**src/rtl/mem_arbiter.sv**
```systemverilog
// -----------------------------------------------------------------------------
// mem_arbiter
//   Shares one line-granular memory port between the I-cache and the D-cache.
//   One line transaction (read refill or write-back) is in flight at a time.
//   The winner's address, write line and opcode are latched. They are held on
//   the memory port until mem_ready. The completion is then returned to the
//   owner only, as a one-cycle ready pulse plus the read line.
//
//   Each cache registers ready and so drops its request one cycle late. For
//   that reason a master's request is masked in its ready cycle and in the
//   cycle after it (holdoff). This prevents a duplicate transaction.
//
// Configuration macro: ARB_RR_EN
//   defined   : ties are resolved round-robin (the master not granted last wins)
//   undefined : D wins ties. I is forced through after STARVE_LIM consecutive
//               D grants made while I was waiting (default build).
//
// Ports
//   clk, rst_n          clock, synchronous active-low reset
//   i_read, i_write     I-cache line request (level, held until i_ready)
//   i_addr, i_wdata     I-cache line address / write-back line
//   i_rdata, i_ready    line returned to I-cache / 1-cycle completion pulse
//   d_*                 same set for the D-cache
//   mem_read, mem_write memory request, held until mem_ready
//   mem_addr, mem_wdata latched address / write line of current transaction
//   mem_rdata, mem_ready memory read line / completion pulse
// -----------------------------------------------------------------------------
module mem_arbiter #(
    parameter int unsigned ADDR_W     = 28,
    parameter int unsigned DATA_W     = 128,
    parameter int unsigned STARVE_LIM = 4
) (
    input  logic              clk,
    input  logic              rst_n,
    // I-cache side
    input  logic              i_read,
    input  logic              i_write,
    input  logic [ADDR_W-1:0] i_addr,
    input  logic [DATA_W-1:0] i_wdata,
    output logic [DATA_W-1:0] i_rdata,
    output logic              i_ready,
    // D-cache side
    input  logic              d_read,
    input  logic              d_write,
    input  logic [ADDR_W-1:0] d_addr,
    input  logic [DATA_W-1:0] d_wdata,
    output logic [DATA_W-1:0] d_rdata,
    output logic              d_ready,
    // memory side
    output logic              mem_read,
    output logic              mem_write,
    output logic [ADDR_W-1:0] mem_addr,
    output logic [DATA_W-1:0] mem_wdata,
    input  logic [DATA_W-1:0] mem_rdata,
    input  logic              mem_ready
);

    typedef enum logic [1:0] {
        ST_IDLE   = 2'd0,
        ST_I_BUSY = 2'd1,
        ST_D_BUSY = 2'd2
    } state_t;

    state_t              r_state;
    logic                r_mem_read;
    logic                r_mem_write;
    logic [ADDR_W-1:0]   r_mem_addr;
    logic [DATA_W-1:0]   r_mem_wdata;
    logic                r_i_ready;
    logic                r_d_ready;
    logic [DATA_W-1:0]   r_i_rdata;
    logic [DATA_W-1:0]   r_d_rdata;
    logic                r_hold_i;
    logic                r_hold_d;

    logic                w_idle;
    logic                w_qi;
    logic                w_qd;
    logic                w_pick_d;
    logic                w_grant_i;
    logic                w_grant_d;
    logic                w_win_write;
    logic [ADDR_W-1:0]   w_win_addr;
    logic [DATA_W-1:0]   w_win_wdata;

    assign w_idle = (r_state == ST_IDLE);

    // Qualified requests. The ready cycle and the following cycle are masked
    // because the cache still shows its old request during both of them.
    assign w_qi = (i_read | i_write) & ~(r_i_ready | r_hold_i);
    assign w_qd = (d_read | d_write) & ~(r_d_ready | r_hold_d);

`ifdef ARB_RR_EN
    // Round-robin tie break: remembers which master was granted last.
    logic r_last_d;

    assign w_pick_d = ~w_qi | ~r_last_d;

    always_ff @(posedge clk) begin
        if (!rst_n) begin
            r_last_d <= 1'b0;
        end else if (w_grant_d) begin
            r_last_d <= 1'b1;
        end else if (w_grant_i) begin
            r_last_d <= 1'b0;
        end
    end
`else
    // Fixed D priority, bounded by a saturating starvation counter for I.
    localparam int unsigned STARVE_W = (STARVE_LIM > 0) ? $clog2(STARVE_LIM + 1) : 1;

    logic [STARVE_W-1:0] r_starve;
    logic                w_starve_sat;

    assign w_starve_sat = (r_starve >= STARVE_W'(STARVE_LIM));
    assign w_pick_d     = ~w_qi | ~w_starve_sat;

    always_ff @(posedge clk) begin
        if (!rst_n) begin
            r_starve <= '0;
        end else if (w_grant_i) begin
            r_starve <= '0;
        end else if (w_grant_d && w_qi && !w_starve_sat) begin
            r_starve <= r_starve + STARVE_W'(1);
        end
    end
`endif

    assign w_grant_d = w_idle & w_qd & w_pick_d;
    assign w_grant_i = w_idle & w_qi & ~w_grant_d;

    // Winner's payload. Write beats read when both are raised, so that a
    // write-back goes out ahead of its refill.
    assign w_win_write = w_grant_d ? d_write : i_write;
    assign w_win_addr  = w_grant_d ? d_addr  : i_addr;
    assign w_win_wdata = w_grant_d ? d_wdata : i_wdata;

    // Transaction FSM with all outputs registered.
    always_ff @(posedge clk) begin
        if (!rst_n) begin
            r_state     <= ST_IDLE;
            r_mem_read  <= 1'b0;
            r_mem_write <= 1'b0;
            r_mem_addr  <= '0;
            r_mem_wdata <= '0;
            r_i_ready   <= 1'b0;
            r_d_ready   <= 1'b0;
            r_i_rdata   <= '0;
            r_d_rdata   <= '0;
            r_hold_i    <= 1'b0;
            r_hold_d    <= 1'b0;
        end else begin
            r_i_ready <= 1'b0;
            r_d_ready <= 1'b0;
            r_hold_i  <= r_i_ready;
            r_hold_d  <= r_d_ready;

            case (r_state)
                ST_IDLE: begin
                    // mem_ready is ignored here: no transaction is owned
                    if (w_grant_i || w_grant_d) begin
                        r_mem_addr  <= w_win_addr;
                        r_mem_wdata <= w_win_wdata;
                        r_mem_write <= w_win_write;
                        r_mem_read  <= ~w_win_write;
                        r_state     <= w_grant_d ? ST_D_BUSY : ST_I_BUSY;
                    end
                end

                ST_I_BUSY: begin
                    if (mem_ready) begin
                        r_mem_read  <= 1'b0;
                        r_mem_write <= 1'b0;
                        r_i_ready   <= 1'b1;
                        if (r_mem_read) begin
                            r_i_rdata <= mem_rdata;
                        end
                        r_state     <= ST_IDLE;
                    end
                end

                ST_D_BUSY: begin
                    if (mem_ready) begin
                        r_mem_read  <= 1'b0;
                        r_mem_write <= 1'b0;
                        r_d_ready   <= 1'b1;
                        if (r_mem_read) begin
                            r_d_rdata <= mem_rdata;
                        end
                        r_state     <= ST_IDLE;
                    end
                end

                default: begin
                    r_state     <= ST_IDLE;
                    r_mem_read  <= 1'b0;
                    r_mem_write <= 1'b0;
                end
            endcase
        end
    end

    assign mem_read  = r_mem_read;
    assign mem_write = r_mem_write;
    assign mem_addr  = r_mem_addr;
    assign mem_wdata = r_mem_wdata;
    assign i_ready   = r_i_ready;
    assign d_ready   = r_d_ready;
    assign i_rdata   = r_i_rdata;
    assign d_rdata   = r_d_rdata;

    // A memory request is outstanding exactly when a master owns the port.
    a_busy_has_op: assert property (@(posedge clk) disable iff (!rst_n)
        (r_state != ST_IDLE) == (r_mem_read | r_mem_write));

    a_op_onehot: assert property (@(posedge clk) disable iff (!rst_n)
        !(r_mem_read && r_mem_write));

    a_ready_onehot: assert property (@(posedge clk) disable iff (!rst_n)
        !(r_i_ready && r_d_ready));

    // The latched transaction stays frozen until memory completes it.
    a_payload_stable: assert property (@(posedge clk) disable iff (!rst_n)
        (r_state != ST_IDLE && !mem_ready) |=>
            ($stable(r_mem_addr) && $stable(r_mem_wdata) && $stable(r_mem_write)));

endmodule

```
**config.mk**
```make
export PLATFORM = sky130hd
export DESIGN_NAME = mem_arbiter
export DESIGN_NICKNAME = d
export VERILOG_FILES = /design/src/rtl/mem_arbiter.sv
export SDC_FILE = /design/constraint.sdc
export NUM_CORES = 1
export LEC_CHECK = 0
export CORE_AREA = 5 5 331 333
export CTS_BUF_LIST = sky130_fd_sc_hd__clkbuf_16
export DETAILED_ROUTE_END_ITERATION = 8
export DIE_AREA = 0 0 336 338
export GPL_ROUTABILITY_DRIVEN = 0
export PLACE_DENSITY_LB_ADDON = 0.2
export SLEW_MARGIN = 20
export SYNTH_ARGS = -nofsm -noshare
export SYNTH_HDL_FRONTEND = slang
export SYNTH_SLANG_ARGS = --single-unit
export TNS_END_PERCENT = 30
```
**constraint.sdc**
```tcl
create_clock -name clk -period 3.3 [get_ports clk]
set_input_delay 0.66 -clock clk [delete_from_list [all_inputs] [get_ports clk]]
set_output_delay 0.66 -clock clk [all_outputs]
set_load 0.03 [all_outputs]
```
==> flow_metrics.env, run 1 <==
export IMPL_outcome="complete, no violations"
export IMPL_grt_pass1_vias=17300
export IMPL_wl_um=90100
export IMPL_relSlewSlack_pct=55.2
export IMPL_antenna_found_initial=17
export IMPL_ir_drop_v=0.000745
export IMPL_power_density_nw_per_um2=764
export IMPL_tightestPinTransition_ns=0.671
export IMPL_startpoint_type="register"
export IMPL_ctsHoldBuffers=0
export IMPL_holdWs_ns=0.459
export IMPL_ys_ff_latch=423
export IMPL_cts_buffer_depth=3
export IMPL_cap_violations=0
export IMPL_rows=120
export IMPL_setup_viol=0
export IMPL_seqPwrFrac_pct=30.9
export IMPL_io_pins=863
export IMPL_dr_pass1_iters=5
export IMPL_crit_arrival_ns=1.96
export IMPL_grt_pass1_wl_um=126000
export IMPL_clk_latency_ns=0.62
export IMPL_synth_edf_count=0
export IMPL_p_leak_nw=9.84
export IMPL_port_buffers=862
export IMPL_grt_max_degree=135
export IMPL_track_usage_pct=14.8
export IMPL_max_freq_ghz=0.382
export IMPL_drtIter0Drc=700
export IMPL_synth_nets=2493
export IMPL_synth_ff_type="dfxtp_1"
export IMPL_intPower_mw=12.8
export IMPL_fillers=11800
export IMPL_switching_share_pct=41.2
export IMPL_vias_per_cell=4.00
export IMPL_h_tree_depth=2
export IMPL_final_area_um2=28500
export IMPL_postSynthAreaPerCell_um2=8.00
export IMPL_synthCells=2041
export IMPL_crit_path_end_kind="primary output"
export IMPL_dp_cells=4199
export IMPL_syn2layout_area_growth_pct=74.7
export IMPL_finalNetCount=3305
export IMPL_fin_total_pwr_mw=21.8
export IMPL_yosysWarningCount=0
export IMPL_finalNonFillerCells=4306
export IMPL_overflow=0
export IMPL_tns_ns=0
export IMPL_synthTopCellsByArea="dfxtp_1 (52%), nand2_1 (15%), a21boi_0 (12%)"
export IMPL_wl_per_cell_um=20.9
export IMPL_min_path_type="reg -> reg"
export IMPL_path_class="reg -> out"
export IMPL_drc=0
export IMPL_route_vias_total=17200
export IMPL_numCtsBuffers=55
export IMPL_cts_resized=0
export IMPL_cp_required_ns=2.64
export IMPL_ys_seq_area_share_pct=51.8
export IMPL_cp_max_fo=6
export IMPL_rsz0062_at_grt="no"
export IMPL_switchingPower_mw=8.99
export IMPL_post_synth_top_count_cell="nand2_1"
export IMPL_postCtsSetupRepairBufs=0
export IMPL_clock_power_share_pct=25.8
export IMPL_timing_hold_violations_final=0
export IMPL_cts_sinks=423
export IMPL_combPwrFrac_pct=43.3
export IMPL_ys_types=35
export IMPL_crit_slowest_cell="clkdlybuf4s50_1"
export IMPL_crit_path_max_incr_delay_ns=0.82
export IMPL_synth_commonest_cells="nand2_1 (669), dfxtp_1 (423), a21oi_1 (311)"
export IMPL_cpLargestDelayFamily="buffers and inverters"
export IMPL_cts_root_buf="clkbuf_16"
export IMPL_path_cells="clkdlybuf4s50_1"
export IMPL_layout_drive_gt1_share_pct=5.21
export IMPL_die_x_um=336
export IMPL_dieArea_um2=114000
export IMPL_cts_tree="built"
export IMPL_synth_top_area_share_pct=51.8
export IMPL_clock_skew_ns=0.0177
export IMPL_maxSlewViolCount=0
export IMPL_coreArea_um2=106000
export IMPL_initial_core_util_pct=15.4
export IMPL_fin_crit_ns=2.62
export IMPL_worstPathBufferInverterCount=1
export IMPL_clk_pin_slew_worst_paths_ns=0.06
export IMPL_netlist_area_um2=16300
export IMPL_place_area_um2=26900
export IMPL_period_share_pct=79.2
export IMPL_die_h_um=338
export IMPL_yosysTopAreaCell="dfxtp_1"
export IMPL_drt_antenna_violating_nets=0
export IMPL_synthArstFlopShare_pct=0
export IMPL_dpl_hpwl_um=67600
[power by group through the flow]
| stage | combinational [mW] | clock (mW) | sequential (mW) |
|---|---|---|---|
| after floorplan | 2.99 | 0 | 8.71 |
| final | 9.44 | 5.62 | 6.75 |
| after global placement | 9.60 | 0 | 6.86 |
| after global routing | 10.1 | 6.08 | 6.87 |
| after detailed placement | 9.58 | 0 | 6.85 |
| after CTS | 9.62 | 5.87 | 6.76 |
[metal layers]
metal	vias to the layer above	GRT usage [%]	wire (µm)
li1	8455	-	-
met2	624	25.2	42800
met1	7999	16.4	33900
met4	24	4.24	2370
met5	-	0	149
met3	124	7.55	10800
[placed cells by master, fill, tap and decap left out, types with 2 or more instances in the layout]
| master | instances |
|---|---|
| inv_1 | 19 |
| nor3_1 | 2 |
| and4b_1 | 2 |
| clkbuf_16 | 56 |
| inv_6 | 3 |
| o21ai_0 | 136 |
| and3_1 | 6 |
| diode_2 | 6 |
| dfxtp_1 | 423 |
| nor2_1 | 3 |
| buf_12 | 25 |
| and2_1 | 3 |
| nand3_4 | 3 |
| a311o_1 | 2 |
| clkinv_1 | 13 |
| a21boi_0 | 256 |
| ha_1 | 5 |
| nand2_1 | 669 |
| and3_4 | 3 |
| a21oi_1 | 311 |
| buf_4 | 41 |
| a31oi_1 | 2 |
| clkinv_2 | 9 |
| clkdlybuf4s50_1 | 861 |
| o21ai_1 | 24 |
| clkinvlp_4 | 2 |
[registers in the layout, indices dropped and copies added (netlist names)]
signal and count:
r_state 2, mem_write 1, r_starve 3, r_hold_i 1, d_rdata 128, mem_read 1
mem_wdata 128, i_rdata 128, mem_addr 28, i_ready 1, d_ready 1, r_hold_d 1
[area by class of cell]
cell class                      count  area (µm²)  area share (%)
Sequential cell                   423        8470            29.7
Clock inverter                     45         246           0.864
Inverter                            4        15.0          0.0526
Tap cell                         1403        1760            6.15
Timing Repair Buffer              928        9440            33.1
Antenna cell                        6        15.0          0.0526
Clock buffer                       56        1400            4.91
Multi-Input combinational cell   1441        7200            25.2
[worst paths after layout]
check                                start                         to  slack [ns]  cells past startpoint
setup / recovery     mem_read$_SDFFE_PN0P_                   mem_read        0.68                      1
hold / removal    d_rdata[70]$_SDFFE_PN0P_   d_rdata[70]$_SDFFE_PN0P_        0.46                      2
setup reg to reg   r_state[1]$_SDFFE_PN0P_  mem_addr[18]$_SDFFE_PN0P_        1.04                      7
hold reg to reg   d_rdata[70]$_SDFFE_PN0P_   d_rdata[70]$_SDFFE_PN0P_        0.46                      2
[tightest hold or removal path: cells and delay by family (launching register included)]
| family | cells | cell delay (ns) |
|---|---|---|
| flip-flops | 1 | 0.30 |
| AND/OR/NAND/NOR | 1 | 0.05 |
| AO/OA/AOI/OAI | 1 | 0.06 |
[per-stage QoR]
stage	utilization [%]	setup WS (ns)
floorplan	-	1.27
global placement	25.3	0.575
detailed placement	25.3	0.537
CTS	26.8	0.592
global route	26.8	0.563
finish	26.9	0.685
[logic make-up after synthesis]
logic type	share of synthesized area (%)
adder cells (fa/ha/maj)	0.383
multiplexers	0.0613
XOR/XNOR	0.0536
AND/OR/NAND/NOR	16.5
flip-flops	51.8
AO/OA/AOI/OAI	26.8
buffers and inverters	4.42
No activity file was read; power rests on OpenSTA's default activity.
==> inputs of run 2 (changes only) <==
clock period = 2.7 ns   (was 3.3 ns; I/O delays follow)
==> run 2 against run 1 <==
  * Count of clock-buffer cells in the layout stayed put
  * First-iteration DRC count grew 9.3%
  * Combinational power is 24% higher
  * Total power up 24%
  * Routed wire length up 1.7%
  * Critical path depth stayed put
  * Die area did not move
  * Setup slack lost 0.54 ns
==> flow_metrics.env, run 2 (synthesized netlist as in run 1, its figures left out) <==
export IMPL_syn2layout_area_growth_pct=76.8
export IMPL_cts_resized=0
export IMPL_wl_um=91700
export IMPL_cts_buffer_depth=3
export IMPL_coreArea_um2=106000
export IMPL_die_h_um=338
export IMPL_clk_latency_ns=0.63
export IMPL_relSlewSlack_pct=61.4
export IMPL_dr_pass1_iters=5
export IMPL_startpoint_type="register"
export IMPL_clk_pin_slew_worst_paths_ns=0.06
export IMPL_cpLargestDelayFamily="buffers and inverters"
export IMPL_io_pins=863
export IMPL_wl_met2_um=43700
export IMPL_cts_root_buf="clkbuf_16"
export IMPL_fin_crit_ns=2.55
export IMPL_numCtsBuffers=55
export IMPL_place_area_um2=27200
export IMPL_h_tree_depth=2
export IMPL_vias_per_cell=4.05
export IMPL_worstPathBufferInverterCount=1
export IMPL_layout_drive_gt1_share_pct=6.19
export IMPL_port_buffers=862
export IMPL_path_cells="clkdlybuf4s50_1"
export IMPL_rsz0062_at_grt="no"
export IMPL_min_path_cells=3
export IMPL_final_area_um2=28900
export IMPL_clock_skew_ns=0.0285
export IMPL_crit_path_max_incr_delay_ns=0.85
export IMPL_ir_drop_v=0.000724
export IMPL_ctsHoldBuffers=0
export IMPL_antenna_found_initial=18
export IMPL_initial_core_util_pct=15.4
export IMPL_dieArea_um2=114000
export IMPL_tightestPinTransition_ns=0.578
export IMPL_wl_per_cell_um=21.2
export IMPL_drt_antenna_violating_nets=0
export IMPL_setup_viol=0
export IMPL_die_x_um=336
export IMPL_crit_slowest_cell="clkdlybuf4s50_1"
export IMPL_path_class="reg -> out"
export IMPL_grt_pass1_wl_um=128000
export IMPL_dr_wl_met3_um=10300
export IMPL_cp_max_fo=6
export IMPL_rows=120
export IMPL_postCtsSetupRepairBufs=0
export IMPL_grt_max_degree=89
export IMPL_reg2regPathDepth=7
export IMPL_crit_arrival_ns=2.01
export IMPL_timing_hold_violations_final=0
export IMPL_route_vias_total=17600
export IMPL_track_usage_pct=15.2
export IMPL_power_density_nw_per_um2=939
export IMPL_finalNetCount=3334
export IMPL_dpl_hpwl_um=69600
export IMPL_final_common_cell="clkdlybuf4s50_1"
export IMPL_min_path_type="in -> reg"
export IMPL_cp_required_ns=2.16
export IMPL_overflow=0
export IMPL_top_layer="met5"
export IMPL_cap_violations=0
export IMPL_drtIter0Drc=765
export IMPL_cts_tree="built"
export IMPL_cts_sinks=423
export IMPL_mostFrequentLayoutCells="clkdlybuf4s50_1 (861), nand2_1 (669), dfxtp_1 (423)"
export IMPL_met1Wirelength_um=34700
export IMPL_crit_cells=1
export IMPL_maxSlewViolCount=0
export IMPL_grt_pass1_vias=17900
export IMPL_p_leak_nw=10.0
export IMPL_max_freq_ghz=0.392
export IMPL_crit_path_end_kind="primary output"
export IMPL_outcome="complete, no violations"
export IMPL_drc=0
export IMPL_tns_ns=0
export IMPL_period_share_pct=94.5
run 2: cell count changes in the layout (fill, tap and decap cells not counted):
cell	before	now
buf_4	41	64
inv_6	3	4
clkinvlp_4	2	0
buf_12	25	31
bufinv_16	1	3
inv_1	19	16
run 2: final cells by class:
cell class,instances,area [µm²]
Clock buffer,56,1400
Antenna cell,6,15.0
Tap cell,1403,1760
Sequential cell,423,8470
Multi-Input combinational cell,1441,7200
Clock inverter,43,289
Timing Repair Buffer,957,9730
Inverter,4,15.0
Fill cell,11600,77400
run 2: worst paths after layout:
path	start	endpoint	slack, ns
hold / removal	rst_n	mem_addr[2]$_SDFFE_PN0P_	0.31
setup reg to reg	r_state[0]$_SDFFE_PN0P_	mem_addr[26]$_SDFFE_PN0P_	0.52
hold reg to reg	i_rdata[56]$_SDFFE_PN0P_	i_rdata[56]$_SDFFE_PN0P_	0.46
setup / recovery	mem_read$_SDFFE_PN0P_	mem_read	0.15
run 2: per-stage QoR:
step / power [mW] / setup WS, ns / cells / hold slack, ns / util, %
floorplan: 14.3 / 0.792 / 2041 / 0.487 / -
global placement: 20.3 / 0.140 / 4228 / 0.448 / 25.6
detailed placement: 20.3 / 0.122 / 4228 / 0.455 / 25.6
CTS: 27.7 / 0.0679 / 4327 / 0.258 / 27.2
global route: 28.6 / 0.0512 / 4330 / 0.301 / 27.2
finish: 27.1 / 0.149 / 4333 / 0.307 / 27.2
run 2: layer usage:
layer,vias up,track usage (%)
li1,8526,-
met3,136,7.38
met2,650,26.0
met1,8220,16.6
met5,-,0
met4,26,4.64
run 2: where the power goes:
part | internal, mW | switching, mW | total [mW]
Sequential | 7.50 | 0.801 | 8.30
Combinational | 4.52 | 7.19 | 11.7
Clock | 4.02 | 3.08 | 7.11
